**src/rtl/i2s_tx_sample_unpacker.sv**
```systemverilog
// i2s_tx_sample_unpacker: splits 32-bit uDMA TX words into 8/16/32-bit
// samples for the I2S TX channel and tracks channel underruns.
//
// Ports:
//   clk_i, rst_i         clock, async active-high reset
//   cfg_en_i             enable; low flushes buffered word and state
//   cfg_data_size_i      00=8b, 01=16b, 1x=32b
//   cfg_sign_ext_i       sign- (1) or zero- (0) extend narrow samples
//   cfg_clr_err_i        pulse; clears underrun sticky flag and counter
//   in_*                 uDMA word stream (valid/ready)
//   out_*                sample stream to channel (valid/ready)
//   underrun_o           one pulse per underrun cycle
//   underrun_sticky_o    held until cleared
//   underrun_cnt_o       saturating underrun count
module i2s_tx_sample_unpacker #(
  parameter int UNDERRUN_CNT_W = 16
) (
  input  logic                      clk_i,
  input  logic                      rst_i,
  input  logic                      cfg_en_i,
  input  logic [1:0]                cfg_data_size_i,
  input  logic                      cfg_sign_ext_i,
  input  logic                      cfg_clr_err_i,
  input  logic [31:0]               in_data_i,
  input  logic                      in_valid_i,
  output logic                      in_ready_o,
  output logic [31:0]               out_data_o,
  output logic                      out_valid_o,
  input  logic                      out_ready_i,
  output logic                      underrun_o,
  output logic                      underrun_sticky_o,
  output logic [UNDERRUN_CNT_W-1:0] underrun_cnt_o
);

  localparam logic [UNDERRUN_CNT_W-1:0] CNT_ONE = 1;

  logic [31:0]               r_word;
  logic                      r_full;
  logic [1:0]                r_idx;
  logic                      r_started;
  logic                      r_sticky;
  logic [UNDERRUN_CNT_W-1:0] r_cnt;

  logic        last;
  logic        take;
  logic        load;
  logic        under;
  logic [7:0]  byte_s;
  logic [15:0] half_s;

  // ">=" style compare: if the size is changed mid-word, an index
  // beyond the new range still counts as last so the word flushes.
  always_comb begin
    last = 1'b1;
    case (cfg_data_size_i)
      2'b00:   last = (r_idx == 2'd3);
      2'b01:   last = (r_idx != 2'd0);
      default: last = 1'b1;
    endcase
  end

  always_comb begin
    byte_s     = r_word[{r_idx, 3'b000} +: 8];
    half_s     = r_idx[0] ? r_word[31:16] : r_word[15:0];
    out_data_o = r_word;
    case (cfg_data_size_i)
      2'b00:
        out_data_o = {{24{cfg_sign_ext_i & byte_s[7]}}, byte_s};
      2'b01:
        out_data_o = {{16{cfg_sign_ext_i & half_s[15]}}, half_s};
      default:
        out_data_o = r_word;
    endcase
  end

  assign out_valid_o = r_full;
  assign take        = r_full & out_ready_i;
  assign in_ready_o  = cfg_en_i & ~rst_i
                     & (~r_full | (take & last));
  assign load        = in_valid_i & in_ready_o;
  assign under       = cfg_en_i & r_started
                     & out_ready_i & ~r_full;

  assign underrun_o        = under;
  assign underrun_sticky_o = r_sticky;
  assign underrun_cnt_o    = r_cnt;

  always_ff @(posedge clk_i or posedge rst_i) begin
    if (rst_i) begin
      r_word    <= '0;
      r_full    <= 1'b0;
      r_idx     <= '0;
      r_started <= 1'b0;
    end else if (!cfg_en_i) begin
      r_full    <= 1'b0;
      r_idx     <= '0;
      r_started <= 1'b0;
    end else begin
      if (take)
        r_started <= 1'b1;
      if (load) begin
        r_word <= in_data_i;
        r_full <= 1'b1;
        r_idx  <= '0;
      end else if (take) begin
        if (last) begin
          r_full <= 1'b0;
          r_idx  <= '0;
        end else begin
          r_idx  <= r_idx + 2'd1;
        end
      end
    end
  end

  always_ff @(posedge clk_i or posedge rst_i) begin
    if (rst_i) begin
      r_sticky <= 1'b0;
      r_cnt    <= '0;
    end else if (cfg_clr_err_i) begin
      r_sticky <= 1'b0;
      r_cnt    <= '0;
    end else if (under) begin
      r_sticky <= 1'b1;
      if (r_cnt != '1)
        r_cnt <= r_cnt + CNT_ONE;
    end
  end

endmodule

```
**config.mk**
```make
export PLATFORM = sky130hd
export DESIGN_NAME = i2s_tx_sample_unpacker
export DESIGN_NICKNAME = d
export VERILOG_FILES = /design/src/rtl/i2s_tx_sample_unpacker.sv
export SDC_FILE = /design/constraint.sdc
export NUM_CORES = 1
export LEC_CHECK = 0
export CAP_MARGIN = 20
export CORE_UTILIZATION = 48
export DETAILED_ROUTE_END_ITERATION = 6
export GPL_TIMING_DRIVEN = 1
export PLACE_DENSITY = 0.85
export SKIP_LAST_GASP = 1
export SLEW_MARGIN = 0
export SYNTH_ARGS = -nofsm -noshare
export SYNTH_HDL_FRONTEND = slang
export SYNTH_SLANG_ARGS = --single-unit
```
**constraint.sdc**
```tcl
create_clock -name clk_i -period 3.02 [get_ports clk_i]
set_clock_uncertainty 0.1 [all_clocks]
set_input_delay 0.302 -clock clk_i [delete_from_list [all_inputs] [get_ports clk_i]]
set_output_delay 0.302 -clock clk_i [all_outputs]
set_load 0.02 [all_outputs]
```
# Word level (Yosys, flattened, before mapping)
# Index checks and enable logic that the tools add are counted.
classes:
  eq_ne: 6
  shift: 1
  muxes: 18
  n_mul: 0
  n_bitwise: 13
  add_sub_neg: 2
  magnitude_cmp: 0
  reduce_logical: 7
  div_mod_pow: 0
op_table:
  columns: ["op", "count"]
  rows:
  - ["$mux W16", 4]
  - ["$pmux W32 S2", 1]
  - ["$shiftx A32 B6 Y8", 1]
  - ["$add A16 B1 Y16 const B", 1]
  - ["$ne A16 B16 Y1 const B", 1]
  - ["$and A1 B1 Y1", 10]
  - ["$mux W1", 8]
  - ["$mux W2", 4]
  - ["$ne A3 B1 Y1 const B", 2]
  - ["$reduce_and A2 Y1", 3]
  - ["$reduce_bool A2 Y1", 3]
  - ["$add A2 B1 Y2 const B", 1]
  - ["$eq A2 B1 Y1 const B", 1]
  - ["$eq A2 B2 Y1 const B", 1]
  - ["$logic_not A2 Y1", 1]
  - ["$ne A2 B1 Y1 const B", 1]
  - ["$not A1 Y1", 2]
  - ["$pmux W1 S2", 1]
  - ["$or A1 B1 Y1", 1]
totals:
  mem_bits_ro: 0
  memories: 0
  latch_bits: 0
  input_bits: 41
  mem_bits_rw: 0
  ff_bits: 53
  word_cells: 53

# Logic depth before layout (Yosys ltp)
logic_depth:
  ltp_word: 8
  depth_mapped: 8

# Least setup slack after synthesis
# Ideal clock, no wire load.
synth_timing:
  path_kind: "input to register"
  startpoint: "in rst_i"
  endpoint: "reg r_word[10]"
  setup_time_ns: 0.125
  slack_ns: 0.291
  cell_stages: 5
  t_required_ns: 2.795
  t_arrival_ns: 2.505
  path_buffers: 1
  path_cell_list: "inv_1 -> nand3_1 -> a21oi_2 -> buf_4 -> mux2_2"
synth_between:
  elab_chain_len: 5
synth_lines:
  columns: ["item", "line_no", "source"]
  rows:
  - ["from (decl)", "19", "input logic rst_i,"]
  - ["$not A1 Y1", "78", "assign in_ready_o = cfg_en_i & ~rst_i"]
  - ["$and A1 B1 Y1", "78", null]
  - ["$and A1 B1 Y1", "79", "& (~r_full | (take & last));"]
  - ["$and A1 B1 Y1", "80", "assign load = in_valid_i & in_ready_o;"]
  - ["$reduce_and A2 Y1 (no line)", null, null]
  - ["to (signal assigned)", "102", "r_word <= in_data_i;"]
  - ["to (decl)", "37", "logic [31:0] r_word;"]
# Every way passes these cells.
# A chain may end at the register's enable or synchronous reset.

# Worst setup path after layout
layout_timing:
  startpoint: "in cfg_data_size_i[0]"
  endpoint: "out out_data_o[20]"
layout_between:
  elab_chain_len: 2
  word_cells_on_any_way: 3
  cone_classes: "eq/ne (1); mux (1); reduce/logical (1)"
layout_lines:
  columns: ["item", "line_no", "source"]
  rows:
  - ["from (decl)", "21", "input logic [1:0] cfg_data_size_i,"]
  - ["$eq A2 B1 Y1 / $logic_not A2 Y1 (equally long branches)", "66", "case (cfg_data_size_i)"]
  - ["$pmux W32 S2 (*)", "66", null]
  - ["to (decl)", "27", "output logic [31:0] out_data_o,"]
# Mark *: on every way between the ends. The rest lies on a longest branch, timed or not.

==> results.md <==
* Run status: completed
* Via count at 2699
* Starting Density at 0.494
* Pleak at about 0.0018 uW
* Largest net degree at the start of global routing at 54
* Worst VDD drop at 0.359 mV
* TritonCTS Buffers at 5
* DRT Pass-1 Iters at 5
* Max Fclk at 0.342 GHz
* Post-synthesis cell count at 278
* Placed Area at 0.00415 sq mm
* Placed Cells incl. Taps at approximately 440
* Routed wire length per instance at 17.6 microns
* Worst Tran Pin Value at 1.10 ns
* Die X at 82.6 microns
* Share of the synthesized area in the top cell type at 0.425
* GRT Util Overall at 0.237
* Initial antenna violation count at 0
* Ys Warns at 0
* Hold crit path type: flip-flop to flip-flop
* Cell variety after synth at 48
* Non-Filler Instances at 450
* Global route overflow at 0
* Slew HR at 0.264
* Post-synth EDFFs at 0
* Clk root buf: clkbuf_8
* Slew Viols, Final at 0
* Sequential fraction of the synthesis area at 0.425
* # rows at 29
* Yosys top cell by area: dfrtp_1
* Crit path from: cfg_data_size_i[0]
* Post-DP HPWL at 5600 microns
* Clock tree sinks at 53
* DRT iter0 DRCs at 138
* Worst skew pair latency at a little over 0.3 ns
* Gpl congestion at 0.887
* Cell area after synthesis at 0.00312 sq mm
* Synth Register Bits at 53
* Max-Cap Viols at 0
* Cts hold-fix bufs at 0
* Core ar. at 0.00631 sq mm
* Final net count at roughly 420
* Avg Cell Area, Syn at 11.2 sq um
* Area grow syn2layout at 36.6%
* Ys async rst share at 1.00
* IO Pins at 93
* Count of final hold-check violations at 0
* Reg clk slew, reported paths at 0.09 ns
* Final WL at 7920 microns
* Routed Antenna Nets at 0
* Crit Path Class: input pin to output port
* Worst setup margin at 0.0975 ns
* Design area at 0.00426 sq mm
* Die Span Y at approximately 83 microns
* Overall power at 2000 uW
* TNS Setup at 0 ns
* CTS Buffer Depth at 2
* R2R Path Start: r_idx[1]
* First-pass GRT wire length at 12300 microns
* Hold Path Origin: underrun_sticky_o
* Fillcell total at 511
* Final setup vio count at 0
* Vias in the first global route at 2509
* Power Density at between 400 and 500 mW/mm^2
* Crit path time final at 2.92 ns
* CTS tree: built
* Die footprint at 0.00683 sq mm
* Critical Path Start Type: input pin
* Top cells by count, synth: dfrtp_1 (53), mux2_2 (37), a21o_1 (18)
* Synth top area cells: dfrtp_1 (42%), mux2_2 (13%), mux4_2 (5.8%)
* Main synth FF type: dfrtp_1
* Vias/cell at 6.00
* # DRC at 0
* Antenna cells at 0
* Final period util at 0.968
* DP Worst Slack at ~0.060 ns
* Share of layout cells above drive strength 1 at 0.204
* H-tree depth at 2
* Worst Path Arrival at 2.52 ns
* Most common cell in the netlist: dfrtp_1
* Worst EP required at 2.62 ns
* CP max FO at 16
* Port Buffers at 92
* Element type at the critical path end: output port
* Post-Syn Nets at between 300 and 400
## per-stage QoR
| step | util | hold WS [ns] |
|---|---|---|
| floorplan | - | 0.319 |
| global placement | 0.657 | 0.380 |
| detailed placement | 0.657 | 0.395 |
| CTS | 0.673 | 0.417 |
| global route | 0.675 | 0.446 |
| finish | 0.675 | 0.415 |
## layout make-up
type,count,area [sq um],area share
repair buffers,103,1010,0.236
inverters,9,33.8,0.00792
clock buffers,7,96.3,0.0226
well taps,77,96.3,0.0226
flip-flops and latches,53,1330,0.311
clock inverters,1,5.00,0.00117
multi-input cells,200,1700,0.399
## power by group
| group | switching, uW | internal [uW] |
|---|---|---|
| registers | 95.7 | 805 |
| logic | 283 | 374 |
| clock network | 238 | 208 |
| total | 617 | 1390 |
## kinds of logic (layout without fill, tap and decap cells)
kind of cell,Yosys count,in the layout,synth area share
buf+inv,25,120,0.0377
simple gates,74,74,0.139
fa+ha+maj,3,3,0.0120
mux,45,45,0.191
compound gates,78,78,0.195
flops,53,53,0.425
## worst max-delay path, cell delays in order
cell and delay [ns]:
clkdlybuf4s50_1 0.62, inv_1 0.20, buf_4 0.18, nand2_1 0.05
a21oi_1 0.14, buf_4 0.24, a21o_1 0.14, clkdlybuf4s50_1 0.64
## path summary, 6_finish.rpt
| check | to | slack (ns) | cells past startpoint |
|---|---|---|---|
| hold / removal | underrun_sticky_o | 0.41 | 2 |
| setup / recovery | out_data_o[20] | 0.1 | 8 |
| setup reg to reg | r_word[27] | 0.30 | 6 |
| hold reg to reg | underrun_sticky_o | 0.41 | 2 |
| max in group asynchronous | r_word[18] | 1.93 | 3 |
| min in group asynchronous | r_word[17] | 0.46 | 3 |
## placed cells by master, fill, tap and decap left out, types with 7 or more instances in the layout
master           count
clkdlybuf4s50_1     91
dfrtp_1             53
mux2_2              37
a21o_1              18
nand2_1             16
a21oi_1             11
buf_4               11
o21ai_0             10
nor2_1               9
inv_1                8
mux4_2               8
nand3_1              7
a221o_1              7
clkbuf_8             7
## metal layers
metal,up-vias,GRT usage,routed length [microns]
met5,-,0,0
met4,0,0.0897,234
met3,22,0.0407,457
met2,109,0.359,3700
met1,1322,0.339,3530
li1,1246,-,-
## registers in the layout (all words and copies together), names as in the netlist
name,cells
out_valid_o,1
r_idx,2
r_started,1
r_word,32
underrun_cnt_o,16
underrun_sticky_o,1
## timing repair
action / 4_1_cts / 5_1_grt
resized for setup: 0 / 4
setup endpoints to repair: 0 / 6
setup buffers: 0 / 0
(Power assumes the default switching activity.)
